File: config.mk
export PLATFORM = sky130hd
export DESIGN_NAME = as_gpio_arb
export DESIGN_NICKNAME = d
export VERILOG_FILES = /design/src/rtl/as_gpio_arb.sv
export SDC_FILE = /design/constraint.sdc
export NUM_CORES = 1
export LEC_CHECK = 0
export ABC_AREA = 1
export CORE_MARGIN = 8
export CORE_UTILIZATION = 55
export DETAILED_ROUTE_END_ITERATION = 8
export PLACE_DENSITY = 0.81
export SLEW_MARGIN = 25
export SYNTH_ARGS = -nofsm -noshare
export SYNTH_HDL_FRONTEND = slang
export SYNTH_SLANG_ARGS = --single-unit
File: constraint.sdc
create_clock -name clk_i -period 12.3 [get_ports clk_i]
set_input_delay 1.845 -clock clk_i [delete_from_list [all_inputs] [get_ports clk_i]]
set_output_delay 1.845 -clock clk_i [all_outputs]
set_load 0.005 [all_outputs]
File: src/rtl/as_gpio_arb.sv
// GPIO write arbiter/sequencer: core and debug requesters share one cs_o strobe port via a FIFO.
// Optional macro AS_GPIO_DBG_PRIO_EN gives the debug requester strict priority over the core.
module as_gpio_arb #(
    parameter int nr_gpios        = 64,
    parameter int gpio_addr_width = 8,
    parameter int FIFO_DEPTH      = 4,
    parameter int HOLD_CYCLES     = 0,
    localparam int PW             = $clog2(FIFO_DEPTH),
    localparam int LW             = PW + 1
) (
    input  logic                       clk_i,
    input  logic                       rst_i,
    input  logic                       c_valid_i,
    input  logic [gpio_addr_width-1:0] c_addr_i,
    input  logic [nr_gpios-1:0]        c_data_i,
    output logic                       c_ready_o,
    input  logic                       d_valid_i,
    input  logic [gpio_addr_width-1:0] d_addr_i,
    input  logic [nr_gpios-1:0]        d_data_i,
    output logic                       d_ready_o,
    output logic [nr_gpios-1:0]        gpio_o,
    output logic [gpio_addr_width-1:0] gpioAddr_o,
    output logic                       cs_o,
    output logic [LW-1:0]              level_o
);

    localparam int EW = gpio_addr_width + nr_gpios;

    typedef enum logic [1:0] {
        S_IDLE,
        S_STROBE,
        S_HOLD
    } state_t;

    state_t                     state_q, state_d;
    logic [3:0]                 cnt_q, cnt_d;
    logic                       core_first_q, core_first_d;
    logic [EW-1:0]              mem_q [FIFO_DEPTH];
    logic [PW-1:0]              wptr_q, rptr_q;
    logic [LW-1:0]              level_q, level_d;
    logic [nr_gpios-1:0]        gpio_q;
    logic [gpio_addr_width-1:0] addr_q;

    logic          gnt_c, gnt_d;
    logic          full, empty;
    logic          push, pop;
    logic [EW-1:0] push_entry;

    assign full  = (level_q == LW'(FIFO_DEPTH));
    assign empty = (level_q == '0);

    always_comb begin
        gnt_c = 1'b0;
        gnt_d = 1'b0;
`ifdef AS_GPIO_DBG_PRIO_EN
        if (d_valid_i)      gnt_d = 1'b1;
        else if (c_valid_i) gnt_c = 1'b1;
`else
        if (c_valid_i && d_valid_i) begin
            gnt_c = core_first_q;
            gnt_d = ~core_first_q;
        end else begin
            gnt_c = c_valid_i;
            gnt_d = d_valid_i;
        end
`endif
    end

    // No pop-bypass: a full FIFO refuses even when a strobe pops this cycle.
    assign c_ready_o  = gnt_c & ~full & ~rst_i;
    assign d_ready_o  = gnt_d & ~full & ~rst_i;
    assign push       = c_ready_o | d_ready_o;
    assign push_entry = c_ready_o ? {c_addr_i, c_data_i} : {d_addr_i, d_data_i};

    always_comb begin
        core_first_d = core_first_q;
`ifndef AS_GPIO_DBG_PRIO_EN
        if (c_ready_o)      core_first_d = 1'b0;
        else if (d_ready_o) core_first_d = 1'b1;
`endif
    end

    // Leaving HOLD launches the next strobe directly so the gap is exactly HOLD_CYCLES.
    always_comb begin
        state_d = state_q;
        cnt_d   = cnt_q;
        pop     = 1'b0;
        case (state_q)
            S_IDLE: begin
                if (!empty) begin
                    pop     = 1'b1;
                    state_d = S_STROBE;
                end
            end
            S_STROBE: begin
                if (HOLD_CYCLES == 0) begin
                    if (!empty) pop = 1'b1;
                    else        state_d = S_IDLE;
                end else begin
                    cnt_d   = 4'(HOLD_CYCLES);
                    state_d = S_HOLD;
                end
            end
            S_HOLD: begin
                cnt_d = cnt_q - 4'd1;
                if (cnt_q <= 4'd1) begin
                    if (!empty) begin
                        pop     = 1'b1;
                        state_d = S_STROBE;
                    end else begin
                        state_d = S_IDLE;
                    end
                end
            end
            default: state_d = S_IDLE;
        endcase
    end

    always_comb begin
        level_d = level_q;
        case ({push, pop})
            2'b10:   level_d = level_q + LW'(1);
            2'b01:   level_d = level_q - LW'(1);
            default: level_d = level_q;
        endcase
    end

    always_ff @(posedge clk_i) begin
        if (push) mem_q[wptr_q] <= push_entry;
    end

    always_ff @(posedge clk_i) begin
        if (rst_i) begin
            state_q      <= S_IDLE;
            cnt_q        <= '0;
            core_first_q <= 1'b1;
            wptr_q       <= '0;
            rptr_q       <= '0;
            level_q      <= '0;
            gpio_q       <= '0;
            addr_q       <= '0;
        end else begin
            state_q      <= state_d;
            cnt_q        <= cnt_d;
            core_first_q <= core_first_d;
            level_q      <= level_d;
            if (push) wptr_q <= wptr_q + PW'(1);
            if (pop) begin
                rptr_q           <= rptr_q + PW'(1);
                {addr_q, gpio_q} <= mem_q[rptr_q];
            end
        end
    end

    assign cs_o       = (state_q == S_STROBE);
    assign gpio_o     = gpio_q;
    assign gpioAddr_o = addr_q;
    assign level_o    = level_q;

endmodule

### Word-level counts from Yosys, hierarchy flattened

Memories as Yosys holds them, arrays and structs flattened. A register that Yosys moved wholly into a read port is not among the register bits.
Cells that the tools add are included.

* memories: 1
* memory bits (writable): 288
* register bits after elaboration: 14
* logic and storage cells: 52
* input bits: 148
* output and inout port bits: 78

* multiplexer cells: 16
* reduce and logical (&&, ||, !) cells: 7
* bitwise operators: 8
* eq/ne operators: 8
* magnitude comparators: 1
* add/subtract/negate cells: 5

Memories
* mem_q: words 4, bits a word 72, rd ports 1, clocked after memory_dff 1, wr ports 1, line 38 `logic [EW-1:0] mem_q [FIFO_DEPTH];`

Operators with widths (count)
* $mux 72: 1
* $mux 1: 9
* $mux 2: 3
* $pmux 2 s3: 1
* $pmux 3 s2: 1
* $add 2x1->2 const B: 2
* $and 1x1->1: 4
* $eq 2x1->1 const B: 2
* $eq 2x2->1 const B: 2
* $le 4x1->1 const B: 1
* $ne 2x2->1 const B: 2
* $reduce_bool 2->1: 2
* $sub 4x1->4 const B: 1
* $add 3x1->3 const B: 1
* $eq 3x3->1 const B: 1
* $logic_not 3->1: 1
* $not 1->1: 3
* $reduce_and 3->1: 1
* $sub 3x1->3 const B: 1
* $logic_not 2->1: 1
* $ne 2x1->1 const B: 1
* $pmux 1 s2: 1
* $reduce_or 2->1: 1
* $logic_and 1x1->1: 1
* $or 1x1->1: 1

### Longest topological paths before layout

Gate-level depths: netlist (run 1).

* word-level depth: 7
* mapped depth: 14
* gate-level depth less buffers: 13

### Worst setup path after synthesis (run 1)

No wires, ideal clock.

* path kind: input to register
* start: input c_valid_i
* end: memory mem_q[0][0] (netlist name), enable pin
* buffers on the path: 1
* slack: 6350 ps
* stages on the path: 7
* required time: 11796 ps
* setup time: 504 ps
* arrival time: 5446 ps
* cells stage by stage: inv_1 nor2_1 nand3_2 buf_4 nand2_1 inv_2 nor2_1

* longest elaborated chain between the ends: 7
* elaborated cells on any way between the ends: 10
* those cells by class: mux: 4; bitwise: 5; reduce/logical: 1

RTL lines
* start, declared: line 13 `input logic c_valid_i,`
* $logic_and 1x1->1: line 59 `if (c_valid_i && d_valid_i) begin`
* $mux 1: line 59
* $and 1x1->1, on equally long branches (2 in series): line 70, 71
* $or 1x1->1 *: line 72 `assign push = c_ready_o | d_ready_o;`
* $mux 1 *: line 129 `if (push) mem_q[wptr_q] <= push_entry;`
* $mux 1 (implied by the code) *: line 129
* end, declared: line 38

Mark *: on every way between the ends. The rest lies on a longest branch, timed or not.

### Worst setup path in the final report (run 1)

* start: input c_valid_i
* end: output c_ready_o

* longest elaborated chain between the ends: 4

RTL lines
* $logic_and 1x1->1: line 59
* $mux 1 *: line 59
* $and 1x1->1 * (2 in series): line 70 `assign c_ready_o = gnt_c & ~full & ~rst_i;`
* end, declared: line 16 `output logic c_ready_o,`

Marks and branches as above.

==> summary.json, run 1 <==
{
  "worst_setup_path": {
    "cp_cell_sequence": "clkdlybuf4s50_1 -> inv_1 -> nor2_1 -> nand3_4 -> inv_2 -> clkdlybuf4s50_1",
    "cp_data_arrival_time_ns": 4.11,
    "criticalPathCategory": "input pin to output pin",
    "required_ns": 10.45,
    "critical-path-max-stage-delay_ns": 0.73,
    "cp-start-kind": "input pin",
    "slowest_stage_cell_crit_path": "sky130_fd_sc_hd__nand3_4",
    "critical_path.max_fanout": 79,
    "setup.worst_path.end_class": "output pin",
    "critPathMostFrequentCell": "sky130_fd_sc_hd__clkdlybuf4s50_1"
  },
  "clock_network": {
    "insertion_delay_ns": 0.51,
    "reg_clk_slew_reported_paths_ns": 0.06,
    "postCtsHoldBufs": 0,
    "cts.repair.resized": 0,
    "cts_inserted_buffers": 36,
    "tritoncts": "yes",
    "clock_sink_count": 369,
    "clockRootBuffer": "sky130_fd_sc_hd__clkbuf_16",
    "clock_path_buffers": 3,
    "postCtsSetupBuffers": 0,
    "htree_levels": 2
  },
  "floorplanning": {
    "fp.dieArea_mm2": 0.0333,
    "row_count": 61,
    "die_h_um": 182,
    "core-area_mm2": 0.0276,
    "ios": 226,
    "die_w_um": 182,
    "initial_core_util_pct": 55.3
  },
  "sta": {
    "timing.max_slew.rel_slack_pct": 32.6,
    "finalSetupTns_ns": 0,
    "setup_ws_ns": 6.34,
    "setup_violations": 0,
    "fin_skew_ns": 0.0189,
    "grt_setup_unrepaired": "false",
    "report.final.hold_viol_count": 0,
    "tightest_slew_ns": 1.01,
    "finalCriticalPeriod_ns": 5.96,
    "final_max_slew_viol_count": 0,
    "timing.fmax_ghz": 0.168,
    "finalCritPeriodShare_pct": 48.4
  },
  "yosys": {
    "async_flop_share_pct": 0,
    "synth_flop_cell": "sky130_fd_sc_hd__edfxtp_1",
    "synth.top_cells.by_area": "sky130_fd_sc_hd__edfxtp_1 (57%), sky130_fd_sc_hd__dfxtp_1 (11%), sky130_fd_sc_hd__nand2_1 (7.4%)",
    "synth_nets": 1682,
    "syn_area_mm2": 0.0152,
    "yosys_warnings": 0,
    "yosysTopAreaCell": "sky130_fd_sc_hd__edfxtp_1",
    "synth_cells": 1528,
    "synth-seq-area-share_pct": 67.4,
    "postSynthRegisterBits": 369,
    "most_frequent_cells_after_synthesis": "sky130_fd_sc_hd__nand2_1 (299), sky130_fd_sc_hd__nor2_1 (296), sky130_fd_sc_hd__edfxtp_1 (288)",
    "post_synth.cell_area_avg_um2": 9.97,
    "synth_enable_flop_cells": 288,
    "synth.top_cell.area_share_pct": 56.8,
    "yosys.cell_types.count": 20,
    "synth.most_common_cell": "sky130_fd_sc_hd__nand2_1"
  },
  "place": {
    "buffer_ports.inserted": 225,
    "dp_worst_setup_slack_ns": 6.32,
    "hpwlAfterDp_um": 19900,
    "finalWeightedCongestion": 0.747
  },
  "route": {
    "detailroute.wirelength.met3_um": 2510,
    "drt_wl_total_um": 34600,
    "max_used_layer": "met4",
    "drt_pre_antenna_iters": 5,
    "route.met2.wl_um": 17200,
    "post-route-drc-count": 0,
    "vias_per_cell": 5.14,
    "via_count": 10897,
    "drt-wirelength-per-cell_um": 16.3,
    "ant_nets": 0,
    "m1WireLength_um": 14300,
    "detail_route.iter0.violations": 847
  },
  "power": {
    "leakage_nw": 7.77,
    "p_per_area_mw_per_mm2": 211,
    "power_mw": 3.97,
    "vdd.ir_drop.worst_mv": 0.124
  },
  "finish": {
    "seq_area_mm2": 0.0103,
    "multiInputGateArea_mm2": 0.00391,
    "layout-area-overhead-vs-synth_pct": 23.2,
    "net_count_reported_at_finish": 1869,
    "n_fill_cell": 1975,
    "number_of_antenna_diodes": 0,
    "drive_gt1_share_pct": 4.19
  },
  "global_route": {
    "grt_start_max_net_pins": 92,
    "grt_first_pass_wirelength_um": 55200,
    "first_global_vias": 11028,
    "overflow": 0,
    "initial_antenna_violation_count": 0,
    "grtUsageTotal_pct": 20.5
  },
  "run": {
    "max-cap-violations": 0
  },
  "run_status": {
    "outcome": "completed"
  },
  "worst_hold_path": {
    "min_path_type": "flop to flop"
  }
}
## power by group
part	total [mW]	internal, mW	leakage (nW)	switching [mW]
sequential	1.70	1.57	3.31	0.133
combinational	1.20	0.477	3.90	0.724
clock	1.07	0.635	0.565	0.430
## flip-flops by register name, summed over array words and instances, names as in the netlist
signal	cells
core_first_q	1
gpioAddr_o	8
gpio_o	64
level_o	3
mem_q	288
rptr_q	2
state_q	1
wptr_q	2
## placed cells by master (no fill, tap or decap), drive strengths merged
| cell type | synthesis | layout |
|---|---|---|
| a21oi | 9 | 9 |
| buf | 58 | 10 |
| bufinv | 0 | 2 |
| clkbuf | 28 | 57 |
| clkdlybuf4s50 | 0 | 225 |
| clkinv | 0 | 6 |
| dfxtp | 81 | 81 |
| edfxtp | 288 | 288 |
| fa | 1 | 1 |
| ha | 5 | 5 |
| inv | 165 | 166 |
| nand2 | 299 | 299 |
| nand3 | 77 | 77 |
| nor2 | 297 | 297 |
| o21ai | 220 | 220 |
## worst max-delay path, delay by kind of cell
family                 cells  cell delay, ns
buffers and inverters      4            1.30
and+or+nand+nor            2            0.91
## worst paths after layout
kind,end,cells after the start,from,slack (ns)
setup / recovery,c_ready_o,6,c_valid_i,6.34
hold / removal,core_first_q,2,core_first_q,0.52
setup reg to reg,mem_q[3][56],7,level_o[1],8.73
hold reg to reg,core_first_q,2,core_first_q,0.52
## cell families (layout without fill, tap and decap cells)
kind of cell	Yosys count	in the layout	synth area share, %
compound gates	229	229	7.52
fa+ha+maj	6	6	0.542
buf+inv	251	466	7.27
flops	369	369	67.4
simple gates	673	673	17.3
## routing by layer
metal / track usage, % / vias to the layer above
met5: 0 / -
li1: - / 5362
met1: 25.7 / 5078
met3: 3.78 / 45
met4: 6.33 / 0
met2: 35.7 / 412
## through the flow
step / cells / util, % / instance area [um^2] / hold WS (ns)
2_1_floorplan: 1528 / - / 15200 / 0.450
3_3_place_gp: 2055 / 63.9 / 17600 / 0.473
3_5_place_dp: 2055 / 63.9 / 17600 / 0.499
4_1_cts: 2121 / 68.1 / 18800 / 0.513
5_1_grt: 2121 / 68.1 / 18800 / 0.532
6_report: 2121 / 68.1 / 18800 / 0.519
## area by class of cell
cell class,instances,share of cell area (%)
Sequential cell,369,54.7
Clock inverter,9,0.527
Clock buffer,57,5.65
Multi-Input combinational cell,908,20.8
Inverter,165,3.32
Tap cell,378,2.52
Timing Repair Buffer,235,12.4
Power figures use the tool's default switching activity.
==> run 2: changes to the inputs <==
--- a/config.mk
+++ b/config.mk
@@ -7,9 +7,9 @@
 export LEC_CHECK = 0
 export ABC_AREA = 1
 export CORE_MARGIN = 8
-export CORE_UTILIZATION = 55
+export CORE_UTILIZATION = 54
 export DETAILED_ROUTE_END_ITERATION = 8
-export PLACE_DENSITY = 0.81
+export PLACE_DENSITY = 0.8
 export SLEW_MARGIN = 25
 export SYNTH_ARGS = -nofsm -noshare
 export SYNTH_HDL_FRONTEND = slang
==> constraint.sdc (replaced) <==
create_clock -name clk_i -period 6.05 [get_ports clk_i]
set_input_delay 0.9075 -clock clk_i [delete_from_list [all_inputs] [get_ports clk_i]]
set_output_delay 0.9075 -clock clk_i [all_outputs]
set_load 0.005 [all_outputs]
==> run 2 against run 1 <==
Against the previous run:
- setup slack worse by 3.9 ns
- register-to-register slack worse by 5.8 ns
- count of clock-buffer cells in the layout down 8
- flip-flop and latch count is the same
- global-route usage up 0.70 points
- critical path type unchanged
- largest power group unchanged
==> summary.json, run 2 (synthesis results as in run 1) <==
{
  "finish": {
    "n_fill_cell": {"value": 2042, "change": "was 1975"},
    "largest-register": {"value": "mem_q", "change": "unchanged"},
    "layout-area-overhead-vs-synth": {"value": 24.3, "unit": "%", "change": "was 23.2%"},
    "multiInputGateArea": {"value": 0.00390, "unit": "mm^2", "change": "was 0.00391 mm^2"},
    "drive_gt1_share": {"value": 4.91, "unit": "%", "change": "was 4.19%"},
    "seq_area": {"value": 0.0103, "unit": "mm^2", "change": "unchanged"},
    "most_used_cells_in_the_layout_excluding_fill_and_tap_cells": {"value": "sky130_fd_sc_hd__nand2_1 (298), sky130_fd_sc_hd__nor2_1 (292), sky130_fd_sc_hd__edfxtp_1 (288)", "change": "unchanged"},
    "number_of_antenna_diodes": {"value": 0, "change": "unchanged"},
    "largest_reg_flops": {"value": 288, "change": "unchanged"},
    "final_common_cell": {"value": "sky130_fd_sc_hd__nand2_1", "change": "unchanged"},
    "layout.cell_area.non_filler": {"value": 0.0189, "unit": "mm^2", "change": "was 0.0188 mm^2"},
    "net_count_reported_at_finish": {"value": 1876, "change": "was 1869"}
  },
  "route": {
    "drt_pre_antenna_iters": {"value": 5, "change": "unchanged"},
    "post-route-drc-count": {"value": 0, "change": "unchanged"},
    "vias_per_cell": {"value": 5.22, "change": "was 5.14"},
    "detail_route.iter0.violations": {"value": 824, "change": "was 847"},
    "drt-wirelength-per-cell": {"value": 17.2, "unit": "um", "change": "was 16.3 um"},
    "ant_nets": {"value": 0, "change": "unchanged"},
    "drt_wl_total": {"value": 36600, "unit": "um", "change": "was 34600 um"},
    "via_count": {"value": 11108, "change": "was 10.9k"}
  },
  "sta": {
    "finalSetupTns": {"value": 0, "unit": "ns", "change": "unchanged"},
    "finalCriticalPeriod_ns": 3.63,
    "grt_setup_unrepaired": {"value": "false", "change": "unchanged"},
    "report.final.hold_viol_count": {"value": 0, "change": "unchanged"},
    "timing.max_slew.rel_slack": {"value": 30.9, "unit": "%", "change": "was 32.6%"},
    "final_max_slew_viol_count": {"value": 0, "change": "unchanged"},
    "finalCritPeriodShare_pct": 59.9,
    "tightest_slew": {"value": 1.04, "unit": "ns", "change": "was 1.01 ns"},
    "timing.fmax_ghz": 0.276,
    "fin_skew": {"value": 0.00756, "unit": "ns", "change": "was 0.0189 ns"},
    "setup_violations": {"value": 0, "change": "unchanged"}
  },
  "worst_hold_path": {
    "min_path_type": {"value": "flop to flop", "change": "unchanged"},
    "min_path_cells": {"value": 2, "change": "unchanged"},
    "hold_path_origin": {"value": "core_first_q", "change": "unchanged"},
    "timing.hold.worst_endpoint": {"value": "core_first_q", "change": "unchanged"}
  },
  "global_route": {
    "grt_start_max_net_pins": {"value": 81, "change": "was 92"},
    "grtUsageTotal": {"value": 21.2, "unit": "%", "change": "was 20.5%"},
    "first_global_vias": {"value": 10911, "change": "was 11.0k"},
    "grt_first_pass_wirelength": {"value": 56800, "unit": "um", "change": "was 55200 um"},
    "overflow": {"value": 0, "change": "unchanged"},
    "initial_antenna_violation_count": {"value": 0, "change": "unchanged"}
  },
  "place": {
    "hpwlAfterDp": {"value": 20800, "unit": "um", "change": "was 19900 um"},
    "finalWeightedCongestion": {"value": 0.753, "change": "was 0.747"},
    "buffer_ports.inserted": {"value": 225, "change": "unchanged"},
    "placed_cell_area": {"value": 0.0176, "unit": "mm^2", "change": "about the same"}
  },
  "clock_network": {
    "insertion_delay": {"value": 0.51, "unit": "ns", "change": "about the same"},
    "postCtsHoldBufs": {"value": 0, "change": "unchanged"},
    "clock_sink_count": {"value": 369, "change": "unchanged"},
    "cts.repair.resized": {"value": 0, "change": "unchanged"},
    "clock_path_buffers": {"value": 3, "change": "unchanged"},
    "postCtsSetupBuffers": {"value": 0, "change": "unchanged"},
    "tritoncts": {"value": "yes", "change": "unchanged"},
    "htree_levels": {"value": 2, "change": "unchanged"},
    "reg_clk_slew_reported_paths": {"value": 0.06, "unit": "ns", "change": "about the same"},
    "cts_inserted_buffers": {"value": 38, "change": "was 36"},
    "clockRootBuffer": {"value": "sky130_fd_sc_hd__clkbuf_16", "change": "unchanged"}
  },
  "floorplanning": {
    "core-area": {"value": 0.0278, "unit": "mm^2", "change": "was 0.0276 mm^2"},
    "die_h": {"value": 184, "unit": "um", "change": "was 182 um"},
    "row_count": {"value": 61, "change": "unchanged"},
    "die_w": {"value": 184, "unit": "um", "change": "was 182 um"},
    "ios": {"value": 226, "change": "unchanged"},
    "initial_core_util": {"value": 54.8, "unit": "%", "change": "was 55.3%"},
    "fp.dieArea": {"value": 0.0338, "unit": "mm^2", "change": "was 0.0333 mm^2"}
  },
  "power": {
    "vdd.ir_drop.worst": {"value": 0.251, "unit": "mV", "change": "was 0.124 mV"},
    "p_per_area": {"value": 437, "unit": "mW/mm^2", "change": "was 211 mW/mm^2"},
    "leakage": {"value": 7.86, "unit": "nW", "change": "was 7.77 nW"}
  },
  "run": {
    "max-cap-violations": {"value": 0, "change": "unchanged"}
  },
  "run_status": {
    "outcome": {"value": "completed", "change": "unchanged"}
  },
  "worst_setup_path": {
    "required": {"value": 5.14, "unit": "ns", "change": "was 10.45 ns"},
    "setup.reg_to_reg.worst_slack": {"value": 2.94, "unit": "ns", "change": "was 8.73 ns"},
    "reg2reg_to": {"value": "gpio_o[3]", "change": "was mem_q[3][56]"},
    "regToRegStartpoint": {"value": "rptr_q[1]", "change": "was level_o[1]"},
    "critical_path.max_fanout": {"value": 34, "change": "was 79"},
    "criticalPathCategory": {"value": "input pin to output pin", "change": "unchanged"},
    "cp-start-kind": {"value": "input pin", "change": "unchanged"},
    "setup.worst_path.end_class": {"value": "output pin", "change": "unchanged"},
    "timing.reg2reg.worst_path_depth": {"value": 7, "change": "unchanged"},
    "cp_data_arrival_time": {"value": 2.72, "unit": "ns", "change": "was 4.11 ns"}
  }
}
run 2: changes by cell type in the layout (fill, tap and decap cells not counted), moves of 2 or more:
cell,previous run,this run
sky130_fd_sc_hd__bufinv_16,2,5
sky130_fd_sc_hd__clkbuf_1,14,5
sky130_fd_sc_hd__clkinv_1,3,7
sky130_fd_sc_hd__buf_4,10,15
sky130_fd_sc_hd__clkinv_2,3,6
sky130_fd_sc_hd__clkbuf_16,37,39
run 2: stage by stage:
step | instances | worst slack (ns) | power, mW | util [%] | hold slack [ns]
floorplan | 1528 | 1.04 | 5.03 | - | 0.450
detailed placement | 2060 | 2.43 | 5.95 | 63.5 | 0.483
global placement | 2060 | 2.42 | 5.87 | 63.5 | 0.476
CTS | 2129 | 2.41 | 8.34 | 68.1 | 0.497
global route | 2129 | 2.31 | 8.76 | 68.1 | 0.540
finish | 2129 | 2.42 | 8.28 | 68.1 | 0.496
run 2: final cells by class:
cell class | count | area share [%]
repair buffers | 240 | 12.5
clock inverters | 20 | 1.20
inverters | 165 | 3.29
flip-flops and latches | 369 | 54.3
clock buffers | 49 | 5.62
well taps | 378 | 2.50
multi-input cells | 908 | 20.6
run 2: per-layer routing:
metal / share of wire, % / wire length (um) / global-route usage (%)
met3: 8.9 / 3260 / 3.83
met2: 50 / 18200 / 37.2
met5: 0 / 0 / 0
met1: 39 / 14400 / 26.6
met4: 2.0 / 743 / 6.16
run 2: worst max-delay path by stage:
stage	cells after the start	from	slack, ns	end
final	6	c_valid_i	2.42	c_ready_o
after global routing	6	c_valid_i	2.31	c_ready_o
after CTS	6	c_valid_i	2.41	c_ready_o
after detailed placement	6	c_valid_i	2.43	c_ready_o
after global placement	6	c_valid_i	2.42	c_ready_o
after floorplan	7	c_valid_i	1.04	mem_q[0][0]
run 2: power by group:
part / internal, mW / total, mW / switching (mW)
sequential: 3.18 / 3.48 / 0.293
clock: 1.46 / 2.38 / 0.924
combinational: 0.972 / 2.43 / 1.45
run 2: critical path, cell delays in order:
cell and delay, ns:
sky130_fd_sc_hd__clkdlybuf4s50_1 0.48, sky130_fd_sc_hd__inv_1 0.05, sky130_fd_sc_hd__nor2_1 0.17, sky130_fd_sc_hd__nand3_4 0.38
sky130_fd_sc_hd__inv_2 0.15, sky130_fd_sc_hd__clkdlybuf4s50_1 0.56
